## config.mk

```make
export PLATFORM = sky130hd
export DESIGN_NAME = unidade_controle_multiciclo_flat
export DESIGN_NICKNAME = d
export VERILOG_FILES = /design/src/rtl/unidade_controle_multiciclo_if.sv /design/src/rtl/unidade_controle_multiciclo.sv /design/src/flat_wrapper.sv
export SDC_FILE = /design/constraint.sdc
export NUM_CORES = 1
export LEC_CHECK = 0
export CAP_MARGIN = 30
export CORE_MARGIN = 4
export CORE_UTILIZATION = 28
export CTS_BUF_LIST = sky130_fd_sc_hd__clkbuf_2
export DETAILED_ROUTE_END_ITERATION = 12
export HOLD_SLACK_MARGIN = 0.06
export PLACE_DENSITY_LB_ADDON = 0.05
export SLEW_MARGIN = 10
export SYNTH_ARGS = -nofsm -noshare
export SYNTH_HDL_FRONTEND = slang
export SYNTH_SLANG_ARGS = --single-unit
```

## constraint.sdc

```tcl
create_clock -name clk -period 1.8 [get_ports clk]
set_clock_uncertainty 0.2 [all_clocks]
set_input_delay 0.27 -clock clk [delete_from_list [all_inputs] [get_ports clk]]
set_output_delay 0.27 -clock clk [all_outputs]
set_load 0.01 [all_outputs]
```

## src/rtl/unidade_controle_multiciclo_if.sv

```systemverilog
// Control bus between the multicycle main FSM and the RV32I datapath.
// The controller uses the master modport; the datapath side uses slave.
interface unidade_controle_multiciclo_if;
  logic [31:0] instr;
  logic        zero;
  logic        mem_ready;
  logic        pc_en;
  logic        ir_write;
  logic        mem_read;
  logic        mem_write;
  logic        iord;
  logic        reg_write;
  logic        result_src;
  logic [1:0]  alu_src_a;
  logic [1:0]  alu_src_b;
  logic [1:0]  alu_op;
  logic        pc_source;
  logic        illegal_instr;
  logic [3:0]  estado;

  modport master (
    input  instr, zero, mem_ready,
    output pc_en, ir_write, mem_read, mem_write, iord, reg_write, result_src,
           alu_src_a, alu_src_b, alu_op, pc_source, illegal_instr, estado
  );

  modport slave (
    output instr, zero, mem_ready,
    input  pc_en, ir_write, mem_read, mem_write, iord, reg_write, result_src,
           alu_src_a, alu_src_b, alu_op, pc_source, illegal_instr, estado
  );
endinterface

```

## src/rtl/unidade_controle_multiciclo.sv

```systemverilog
// Multicycle main control FSM for the RV32I subset lw/sw/R-type/andi/beq.
// Moore decode of state, except pc_en/ir_write which also follow mem_ready/zero.
module unidade_controle_multiciclo (
  input logic clk,
  input logic rst_n,
  unidade_controle_multiciclo_if.master bus
);

  typedef enum logic [3:0] {
    S_FETCH     = 4'd0,
    S_DECODE    = 4'd1,
    S_MEM_ADDR  = 4'd2,
    S_MEM_READ  = 4'd3,
    S_MEM_WB    = 4'd4,
    S_MEM_WRITE = 4'd5,
    S_EXEC_R    = 4'd6,
    S_EXEC_I    = 4'd7,
    S_ALU_WB    = 4'd8,
    S_BRANCH    = 4'd9,
    S_ILLEGAL   = 4'd15
  } state_t;

  localparam logic [6:0] OP_LOAD   = 7'b0000011;
  localparam logic [6:0] OP_STORE  = 7'b0100011;
  localparam logic [6:0] OP_RTYPE  = 7'b0110011;
  localparam logic [6:0] OP_IMM    = 7'b0010011;
  localparam logic [6:0] OP_BRANCH = 7'b1100011;

  state_t     state_q, state_d;
  logic [6:0] opcode;
  logic [2:0] funct3;
  logic       pc_write;
  logic       branch;

  assign opcode = bus.instr[6:0];
  assign funct3 = bus.instr[14:12];

  always_ff @(posedge clk) begin
    if (!rst_n) state_q <= S_FETCH;
    else        state_q <= state_d;
  end

  always_comb begin
    state_d = state_q;
    case (state_q)
      S_FETCH:     if (bus.mem_ready) state_d = S_DECODE;
      S_DECODE: begin
        if (opcode == OP_LOAD || opcode == OP_STORE)        state_d = S_MEM_ADDR;
        else if (opcode == OP_RTYPE)                        state_d = S_EXEC_R;
        else if (opcode == OP_IMM && funct3 == 3'b111)      state_d = S_EXEC_I;
        else if (opcode == OP_BRANCH && funct3 == 3'b000)   state_d = S_BRANCH;
        else                                                state_d = S_ILLEGAL;
      end
      S_MEM_ADDR:  state_d = (opcode == OP_LOAD) ? S_MEM_READ : S_MEM_WRITE;
      S_MEM_READ:  if (bus.mem_ready) state_d = S_MEM_WB;
      S_MEM_WB:    state_d = S_FETCH;
      S_MEM_WRITE: if (bus.mem_ready) state_d = S_FETCH;
      S_EXEC_R:    state_d = S_ALU_WB;
      S_EXEC_I:    state_d = S_ALU_WB;
      S_ALU_WB:    state_d = S_FETCH;
      S_BRANCH:    state_d = S_FETCH;
      S_ILLEGAL:   state_d = S_ILLEGAL;
      default:     state_d = S_ILLEGAL;
    endcase
  end

  always_comb begin
    pc_write          = 1'b0;
    branch            = 1'b0;
    bus.ir_write      = 1'b0;
    bus.mem_read      = 1'b0;
    bus.mem_write     = 1'b0;
    bus.iord          = 1'b0;
    bus.reg_write     = 1'b0;
    bus.result_src    = 1'b0;
    bus.alu_src_a     = 2'b00;
    bus.alu_src_b     = 2'b00;
    bus.alu_op        = 2'b00;
    bus.pc_source     = 1'b0;
    bus.illegal_instr = 1'b0;
    case (state_q)
      S_FETCH: begin
        bus.mem_read  = 1'b1;
        bus.alu_src_b = 2'b01;
        pc_write      = bus.mem_ready;
        bus.ir_write  = bus.mem_ready;
      end
      S_DECODE: begin
        bus.alu_src_a = 2'b01;
        bus.alu_src_b = 2'b10;
      end
      S_MEM_ADDR: begin
        bus.alu_src_a = 2'b10;
        bus.alu_src_b = 2'b10;
      end
      S_MEM_READ: begin
        bus.mem_read = 1'b1;
        bus.iord     = 1'b1;
      end
      S_MEM_WB: begin
        bus.reg_write  = 1'b1;
        bus.result_src = 1'b1;
      end
      S_MEM_WRITE: begin
        bus.mem_write = 1'b1;
        bus.iord      = 1'b1;
      end
      S_EXEC_R: begin
        bus.alu_src_a = 2'b10;
        bus.alu_op    = 2'b10;
      end
      S_EXEC_I: begin
        bus.alu_src_a = 2'b10;
        bus.alu_src_b = 2'b10;
        bus.alu_op    = 2'b11;
      end
      S_ALU_WB:  bus.reg_write = 1'b1;
      S_BRANCH: begin
        bus.alu_src_a = 2'b10;
        bus.alu_op    = 2'b01;
        bus.pc_source = 1'b1;
        branch        = 1'b1;
      end
      default:   bus.illegal_instr = 1'b1;
    endcase

    bus.pc_en = pc_write | (branch & bus.zero);

    // Reset mid-instruction must not leak a partial write or PC/IR update.
    if (!rst_n) begin
      bus.pc_en     = 1'b0;
      bus.ir_write  = 1'b0;
      bus.mem_read  = 1'b0;
      bus.mem_write = 1'b0;
      bus.reg_write = 1'b0;
    end
  end

  assign bus.estado = state_q;

endmodule

```

## src/flat_wrapper.sv

```systemverilog
// flat-port wrapper written by rule: the top's interface ports become plain ports
module unidade_controle_multiciclo_flat 
  (clk, rst_n, bus_instr, bus_zero, bus_mem_ready, bus_pc_en, bus_ir_write, bus_mem_read, bus_mem_write, bus_iord, bus_reg_write, bus_result_src, bus_alu_src_a, bus_alu_src_b, bus_alu_op, bus_pc_source, bus_illegal_instr, bus_estado);
  unidade_controle_multiciclo_if bus_i ();
  input logic clk;
  input logic rst_n;
  input wire logic [$bits(bus_i.instr)-1:0] bus_instr;
  input wire logic [$bits(bus_i.zero)-1:0] bus_zero;
  input wire logic [$bits(bus_i.mem_ready)-1:0] bus_mem_ready;
  output wire logic [$bits(bus_i.pc_en)-1:0] bus_pc_en;
  output wire logic [$bits(bus_i.ir_write)-1:0] bus_ir_write;
  output wire logic [$bits(bus_i.mem_read)-1:0] bus_mem_read;
  output wire logic [$bits(bus_i.mem_write)-1:0] bus_mem_write;
  output wire logic [$bits(bus_i.iord)-1:0] bus_iord;
  output wire logic [$bits(bus_i.reg_write)-1:0] bus_reg_write;
  output wire logic [$bits(bus_i.result_src)-1:0] bus_result_src;
  output wire logic [$bits(bus_i.alu_src_a)-1:0] bus_alu_src_a;
  output wire logic [$bits(bus_i.alu_src_b)-1:0] bus_alu_src_b;
  output wire logic [$bits(bus_i.alu_op)-1:0] bus_alu_op;
  output wire logic [$bits(bus_i.pc_source)-1:0] bus_pc_source;
  output wire logic [$bits(bus_i.illegal_instr)-1:0] bus_illegal_instr;
  output wire logic [$bits(bus_i.estado)-1:0] bus_estado;
  assign bus_i.instr = bus_instr;
  assign bus_i.zero = bus_zero;
  assign bus_i.mem_ready = bus_mem_ready;
  assign bus_pc_en = bus_i.pc_en;
  assign bus_ir_write = bus_i.ir_write;
  assign bus_mem_read = bus_i.mem_read;
  assign bus_mem_write = bus_i.mem_write;
  assign bus_iord = bus_i.iord;
  assign bus_reg_write = bus_i.reg_write;
  assign bus_result_src = bus_i.result_src;
  assign bus_alu_src_a = bus_i.alu_src_a;
  assign bus_alu_src_b = bus_i.alu_src_b;
  assign bus_alu_op = bus_i.alu_op;
  assign bus_pc_source = bus_i.pc_source;
  assign bus_illegal_instr = bus_i.illegal_instr;
  assign bus_estado = bus_i.estado;
  unidade_controle_multiciclo u_core (.clk(clk), .rst_n(rst_n), .bus(bus_i));
endmodule
```

### Yosys cells after proc, flatten, opt, wreduce, memory -nomap -nowiden

Index checks and enable logic that the tools add are counted.

* bits in registers: 4
* latch bits: 0
* memory bits (writable): 0
* bits in read-only memories: 0
* input bits: 36
* output and inout bits: 19
* memories: 0

* add/subtract/negate cells: 0
* $mul: 0
* divide/modulo/power cells: 0
* order comparisons: 0
* eq/ne operators: 18
* shift operators: 0
* mux-type cells: 25
* bitwise logic cells: 2
* reductions and logical operators: 14

Operator list (number)
* $pmux 4 s7: 1
* $mux 4: 6
* $eq 4x3->1 const B: 4
* $eq 7x6->1 const B: 2
* $mux 1: 13
* $reduce_or 10->1: 1
* $eq 4x2->1 const B: 2
* $eq 4x4->1 const B: 2
* $pmux 2 s2: 2
* $reduce_or 2->1: 4
* $eq 7x2->1 const B: 1
* $eq 7x5->1 const B: 1
* $eq 7x7->1 const B: 1
* $mux 3: 2
* $ne 2x2->1 const B: 3
* $pmux 2 s3: 1
* $reduce_or 3->1: 2
* $eq 4x1->1 const B: 1
* $logic_not 4->1: 1
* $reduce_or 4->1: 1
* $eq 3x3->1 const B: 1
* $logic_not 3->1: 1
* $reduce_and 3->1: 1
* $logic_and 1x1->1: 2
* other kinds (3): 3

### Logic depth before layout (Yosys ltp)

Gate-level depths: netlist of run 1.

* depth in word-level cells: 7
* mapped depth: 5
* gate-level depth less buffers: 4

### Least setup slack after synthesis of run 1

No wires, ideal clock.

* path type: register to output
* start: register u_core.state_q[3] (netlist: u_core.bus.estado[3])
* end: output port bus_pc_en
* arrival: 1519 ps
* path slack: -189 ps
* stages on the path, launching flop included: 5
* cell sequence: dfxtp_1 -> buf_2 -> nor4_1 -> a22oi_1 -> nor2b_1

* longest elaborated chain between the ends: 5
* elaborated cells between the ends (all ways): 7
* classes of those cells: 1 x eq/ne; 3 x mux; 2 x bitwise; 1 x reduce/logical

Ends and longest elaborated chain
* from (decl): RTL line unidade_controle_multiciclo.sv:29 `state_t state_q, state_d;`
* from (signal assigned): RTL line unidade_controle_multiciclo.sv:40 `else state_q <= state_d;`
* $eq 4x4->1: RTL line unidade_controle_multiciclo.sv:81 `case (state_q)`
* $mux 1: RTL line unidade_controle_multiciclo.sv:81
* $and 1x1->1: RTL line unidade_controle_multiciclo.sv:127 `bus.pc_en = pc_write | (branch & bus.zero);`
* $or 1x1->1 (*): RTL line unidade_controle_multiciclo.sv:127
* $mux 1 (*): RTL line unidade_controle_multiciclo.sv:130 `if (!rst_n) begin`
* to (decl): RTL line flat_wrapper.sv:10 `output wire logic [$bits(bus_i.pc_en)-1:0] bus_pc_en;`

Mark *: on every way between the ends. The rest lies on a longest branch, timed or not.

### Worst setup path after layout of run 1

* start: register u_core.state_q[0] (netlist: u_core.bus.estado[0])
* end: output port bus_pc_en

Same word-level chain as after synthesis.

==> results.sh, run 1 <==
export IMPL_cts_sinks=4
export IMPL_numCtsBuffers=3
export IMPL_first_global_vias=683
export IMPL_area_growth_pct=139.6
export IMPL_viasPerCell=4.692
export IMPL_cts_clk_slew_worst_paths_ps=40
export IMPL_yosysWarnings=0
export IMPL_slowest_delay_ps=350
export IMPL_start_kind="register"
export IMPL_required_ps=1330
export IMPL_rsz0062_at_grt="yes"
export IMPL_max_slew_margin_pct=75.97
export IMPL_grtUsageTotal_pct=14.97
export IMPL_ys_ff_latch=4
export IMPL_antenna_found_initial=0
export IMPL_htree_levels=1
export IMPL_drtIter0Drc=20
export IMPL_grt_ovfl_total=0
export IMPL_synthFlopType="dfxtp_1"
export IMPL_synth_top_area_share_pct=15.84
export IMPL_num_vias=793
export IMPL_worstMarginPinSlew_ps=355.6
export IMPL_synth_area_leaders="dfxtp_1 16%, a21oi_1 5.9%, nor2_1 5.9%, nand2_1 5.2%, xnor2_1 5.2%"
export IMPL_drv_cap=0
export IMPL_fp_dieW_um=50.49
export IMPL_ant_nets=0
export IMPL_drive_gt1_share_pct=52.08
export IMPL_cp_max_fo=5
export IMPL_yosysMostFrequentCell="nor2_1"
export IMPL_ios=55
export IMPL_drtPass1Iterations=4
export IMPL_clk_path_buf_depth=2
export IMPL_grt_max_degree=12
export IMPL_avgSynthCellArea_um2=6.651
export IMPL_drc=0
export IMPL_violations="setup timing"
export IMPL_synth_edf_count=0
export IMPL_finalWirelength_um=1967
export IMPL_async_flop_share_pct=0
export IMPL_numPortBuffers=32
export IMPL_design_core_area_mm2=0.001727
export IMPL_ys_top_cells_by_count="8 x nor2_1, 7 x nand2_1, 6 x a21oi_1"
export IMPL_critPathSlowestCell="dfxtp_4"
export IMPL_netlist_instances=76
export IMPL_worst_slack_ps=-64.12
export IMPL_end_kind="output pin"
export IMPL_dieArea_mm2=0.002549
export IMPL_leakagePower_nw=0.5758
export IMPL_post_route_cell_area_mm2=0.001211
export IMPL_p_total_mw=2.049
export IMPL_min_path_type="reg2reg"
export IMPL_critPathKind="reg2out"
export IMPL_cts_tree="built"
export IMPL_powerDensity_mw_per_mm2=1692
export IMPL_dp_slack_ps=-289.1
export IMPL_die_y_um=50.49
export IMPL_crit_family="buffers and inverters"
export IMPL_hold_viol=0
export IMPL_setup_viol=3
export IMPL_fin_crit_sh_pct=103.6
export IMPL_slew_viol_final=0
export IMPL_postPlaceCellArea_mm2=0.001037
export IMPL_cts_root_buf="clkbuf_2"
export IMPL_ys_types=32
export IMPL_rows=15
export IMPL_postLayoutCoreUtil_pct=70.14
export IMPL_cp_buffers_inverters=3
export IMPL_synth_top_area_cell="dfxtp_1"
export IMPL_final_net_count=182
export IMPL_outcome="finished with violations"
export IMPL_ys_seq_area_share_pct=15.84
export IMPL_ir_drop_v=0.0009844
export IMPL_crit_chain="buf_6 > nor4_4 > buf_4 > a22oi_2 > nor2b_1 > buf_2"
export IMPL_syn_area_um2=505.5
export IMPL_largest_reg_flops=4
export IMPL_start_util_pct=29.28
export IMPL_n_antenna_cell=0
export IMPL_gp_congestion=0.7809
export IMPL_hpwl_um=1415
export IMPL_grt_pass1_wl_um=2967
export IMPL_dpl_cell_count=154
export IMPL_stdcell_count=169
export IMPL_synthesis_nets=112
export IMPL_fmax_ghz=0.5364
export IMPL_wire_per_inst_um=11.64
export IMPL_insertion_delay_ps=200
export IMPL_fin_crit_ps=1864
export IMPL_cp_arrival_ps=1390
==> where the power goes <==
part	switching (mW)	internal [mW]	leakage (nW)
clock network	0.0336	0.0448	0.0125
logic	0.702	1.02	0.528
registers	0.0983	0.155	0.0356
==> worst paths after layout <==
kind,startpoint,cells after the start,slack (ps),end
max,u_core.bus.estado[0],6,-60,bus_pc_en
min,u_core.bus.estado[3],3,580,u_core.bus.estado[3]
min reg2reg,u_core.bus.estado[3],3,580,u_core.bus.estado[3]
max reg2reg,u_core.bus.estado[3],7,30,u_core.bus.estado[3]
==> cell usage in the layout, fill, tap and decap left out, types with 2 or more instances in the layout <==
master           instances
buf_2                    7
nand3_1                  2
nor2b_1                  2
clkbuf_2                 8
xnor2_2                  2
o31ai_1                  2
nor3b_2                  2
a31oi_1                  4
nor2_1                   8
clkdlybuf4s50_1         17
a21oi_1                  5
nand2_1                  7
and3_1                   2
buf_6                    6
buf_4                   32
o21ai_0                  5
dfxtp_4                  4
nand2b_1                 3
==> worst reg2reg max path: stages, from the launching register on <==
cell     delay [ps]
dfxtp_4         380
buf_6           130
or4b_4          510
inv_4            80
buf_4           100
buf_4           100
o21ai_0          80
a21oi_1         130
==> what timing repair did <==
action	CTS	global route
pin swaps	2	5
hold buffers	0	0
endpoints found under the hold margin	0	0
setup endpoints to repair	19	18
resized for setup	51	33
setup buffers	2	11
==> metal layers <==
layer | vias up | global-route usage, % | share of wire [%]
met5 | - | 0 | 0
met4 | 0 | 2.691 | 0.51
met3 | 2 | 3.561 | 5.2
met2 | 24 | 26.96 | 53
li1 | 416 | - | -
met1 | 351 | 18.00 | 42
==> final cells by class <==
class	instances	area, um^2
Timing Repair Buffer	70	575.6
Fill cell	162	515.5
Sequential cell	4	95.09
Tap cell	25	31.28
Inverter	2	10.01
Clock buffer	3	15.01
Multi-Input combinational cell	65	484.2
==> cell families after synthesis <==
| family | Yosys count | share of synthesized area (%) |
|---|---|---|
| AOI/OAI and AO/OA | 22 | 25.99 |
| xor gates and xnor gates | 3 | 5.199 |
| buffers and inverters | 7 | 6.683 |
| DFF | 4 | 15.84 |
| muxes | 1 | 2.228 |
| and+or+nand+nor | 39 | 44.06 |
==> per-stage QoR <==
step	hold slack, ps	TNS [ps]
6_report	581.0	-177.2
5_1_grt	615.6	-606.6
4_1_cts	575.2	-361.4
3_5_place_dp	611.2	-2701
3_3_place_gp	619.4	-2731
2_1_floorplan	199.0	0
Power figures use the tool's default switching activity.
==> run 2: changes to the inputs <==
--- a/config.mk
+++ b/config.mk
@@ -9,6 +9,7 @@
 export CORE_MARGIN = 4
 export CORE_UTILIZATION = 28
 export CTS_BUF_LIST = sky130_fd_sc_hd__clkbuf_2
+export CTS_CLUSTER_SIZE = 20
 export DETAILED_ROUTE_END_ITERATION = 12
 export HOLD_SLACK_MARGIN = 0.06
 export PLACE_DENSITY_LB_ADDON = 0.05
==> results of run 2 <==
No change in the layout: final DEF, timing and power equal those of run 1.
==> run 3: changes to the inputs <==
--- a/config.mk
+++ b/config.mk
@@ -6,8 +6,9 @@
 export NUM_CORES = 1
 export LEC_CHECK = 0
 export CAP_MARGIN = 30
+export CORE_ASPECT_RATIO = 1.5
 export CORE_MARGIN = 4
-export CORE_UTILIZATION = 28
+export CORE_UTILIZATION = 26
 export CTS_BUF_LIST = sky130_fd_sc_hd__clkbuf_2
 export CTS_CLUSTER_SIZE = 20
 export DETAILED_ROUTE_END_ITERATION = 12
==> constraint.sdc (replaced) <==
create_clock -name clk -period 1.5 [get_ports clk]
set_clock_uncertainty 0.2 [all_clocks]
set_input_delay 0.225 -clock clk [delete_from_list [all_inputs] [get_ports clk]]
set_output_delay 0.225 -clock clk [all_outputs]
set_load 0.01 [all_outputs]
==> run 3 against run 2 <==
Compared with the run above: the flow still finishes with violations (setup timing); worst setup slack worse by 270 ps; clock-buffer cell count unchanged; non-clock buffer count up 10; critical endpoint is now bus_alu_src_a[0]; highest routed layer unchanged.
==> results.sh, run 3 (synthesis results as in run 1) <==
export IMPL_outcome="finished with violations"
export IMPL_violations="setup timing"
export IMPL_critPathKind="reg2out"
export IMPL_reg2regPathDepth=7
export IMPL_hpwl_um=1494
export IMPL_numPortBuffers=32
export IMPL_worstMarginPinSlew_ps=380.9
export IMPL_required_ps=1070
export IMPL_r2r_end="u_core.bus.estado[1]"
export IMPL_largest_reg_flops=4
export IMPL_crit_chain="buf_4 > buf_6 > or4b_4 > inv_4 > buf_6"
export IMPL_ios=55
export IMPL_drtIter0Drc=7
export IMPL_cts_sinks=4
export IMPL_whs_path_depth=4
export IMPL_drive_gt1_share_pct=66.23
export IMPL_cts_root_buf="clkbuf_2"
export IMPL_fin_crit_ps=1839
export IMPL_gp_congestion=0.8498
export IMPL_rows=19
export IMPL_ant_nets=0
export IMPL_dieArea_mm2=0.002728
export IMPL_ir_drop_v=0.001790
export IMPL_viasPerCell=5.086
export IMPL_num_vias=890
export IMPL_start_kind="register"
export IMPL_finalWirelength_um=2448
export IMPL_die_y_um=62
export IMPL_grt_ovfl_total=0
export IMPL_hp_start="rst_n"
export IMPL_antenna_found_initial=0
export IMPL_start_util_pct=27.61
export IMPL_insertion_delay_ps=200
export IMPL_end_kind="output pin"
export IMPL_grt_pass1_wl_um=3643
export IMPL_cpMostUsedCell="buf_6"
export IMPL_critPathSlowestCell="or4b_4"
export IMPL_grt_max_degree=10
export IMPL_drv_cap=0
export IMPL_drc=0
export IMPL_grtUsageTotal_pct=17.46
export IMPL_leakagePower_nw=0.6637
export IMPL_max_slew_margin_pct=74.26
export IMPL_min_to="u_core.bus.estado[0]"
export IMPL_dp_slack_ps=-477.1
export IMPL_slew_viol_final=0
export IMPL_cts_clk_slew_worst_paths_ps=40
export IMPL_numCtsBuffers=3
export IMPL_fmax_ghz=0.5438
export IMPL_postCtsHoldBufs=0
export IMPL_design_core_area_mm2=0.001831
export IMPL_postLayoutCoreUtil_pct=77.85
export IMPL_final_cell_mix="28 x buf_4, 23 x buf_6, 12 x clkdlybuf4s50_1, 10 x buf_2, 6 x nand2_1"
export IMPL_clk_path_buf_depth=2
export IMPL_drtPass1Iterations=4
export IMPL_n_antenna_cell=0
export IMPL_area_growth_pct=181.9
export IMPL_first_global_vias=833
export IMPL_final_net_count=192
export IMPL_cp_max_fo=4
export IMPL_min_path_type="in2reg"
export IMPL_fin_crit_sh_pct=122.6
export IMPL_rr_startpoint="u_core.bus.estado[0]"
export IMPL_fp_dieW_um=44
export IMPL_slowest_delay_ps=480
export IMPL_cp_arrival_ps=1410
export IMPL_setup_viol=18
export IMPL_htree_levels=1
export IMPL_post_route_cell_area_mm2=0.001425
export IMPL_critPathLaunch="u_core.bus.estado[0]"
export IMPL_powerDensity_mw_per_mm2=2157
export IMPL_worst_slack_ps=-338.9
export IMPL_cts_tree="built"
export IMPL_postPlaceCellArea_mm2=0.001042
export IMPL_rsz0062_at_grt="yes"
export IMPL_ff2ff_setup_slack_ps=-220
export IMPL_wire_per_inst_um=13.99
export IMPL_hold_viol=0
export IMPL_final_common_cell="buf_4"
## run 3: changes by cell type in the layout (fill, tap and decap cells not counted), moves of 3 or more
cell / change
buf_6: +17
clkdlybuf4s50_1: -5
buf_4: -4
clkbuf_2: -4
nor2_1: -4
a21oi_1: -3
buf_2: +3
dlygate4sd2_1: +3
## run 3: cell type report
cell class | instances | area (um^2)
Multi-Input combinational cell | 65 | 563.0
Timing Repair Buffer | 80 | 715.7
Clock buffer | 3 | 15.01
Tap cell | 21 | 26.28
Fill cell | 127 | 405.4
Inverter | 2 | 10.01
Sequential cell | 4 | 95.09
## run 3: what timing repair did
action	in CTS	in global routing
endpoints found under the hold margin	0	0
pin swaps	14	4
gates resized for setup	113	19
cloned	0	0
buffers inserted	21	6
endpoints found under the setup margin	23	21
## run 3: how the worst max path moves through the flow
| stage | depth (start not counted) | to | slack [ps] |
|---|---|---|---|
| 5_1_grt | 6 | bus_pc_en | -420 |
| 4_1_cts | 6 | bus_pc_en | -330 |
| 3_3_place_gp | 4 | bus_ir_write | -440 |
| 3_5_place_dp | 5 | bus_alu_src_b[1] | -480 |
| 6_report | 5 | bus_alu_src_a[0] | -340 |
| 2_1_floorplan | 5 | bus_pc_en | -90 |
## run 3: critical path: cells and delay by family, from the launching register on
family / cells / cell delay [ps]
buf+inv: 4 / 370
simple gates: 1 / 480
flops: 1 / 380
## run 3: power by group
part | total [mW] | switching [mW] | internal (mW)
Combinational | 2.69 | 1.11 | 1.58
Sequential | 0.284 | 0.0991 | 0.185
Clock | 0.0943 | 0.0405 | 0.0538
## run 3: routing by layer
| metal | wire (um) | vias to the layer above | GRT usage, % | share of wire (%) |
|---|---|---|---|---|
| met5 | 0 | - | 0 | 0 |
| met4 | 64 | 0 | 5.603 | 2.6 |
| met3 | 91 | 6 | 0.8646 | 3.7 |
| met2 | 1366 | 31 | 34.79 | 56 |
| met1 | 925 | 416 | 19.28 | 38 |
| li1 | - | 437 | - | - |
## run 3: stage by stage
| step | hold WS [ps] | setup TNS [ps] | power (mW) | std cells |
|---|---|---|---|---|
| 6_report | 540.8 | -3880 | 3.073 | 175 |
| 5_1_grt | 549.8 | -5144 | 3.279 | 175 |
| 4_1_cts | 521.6 | -3066 | 2.808 | 170 |
| 3_5_place_dp | 545.8 | -6758 | 1.970 | 146 |
| 3_3_place_gp | 534.7 | -6650 | 1.959 | 146 |
| 2_1_floorplan | 154.0 | -277.3 | 1.139 | 76 |
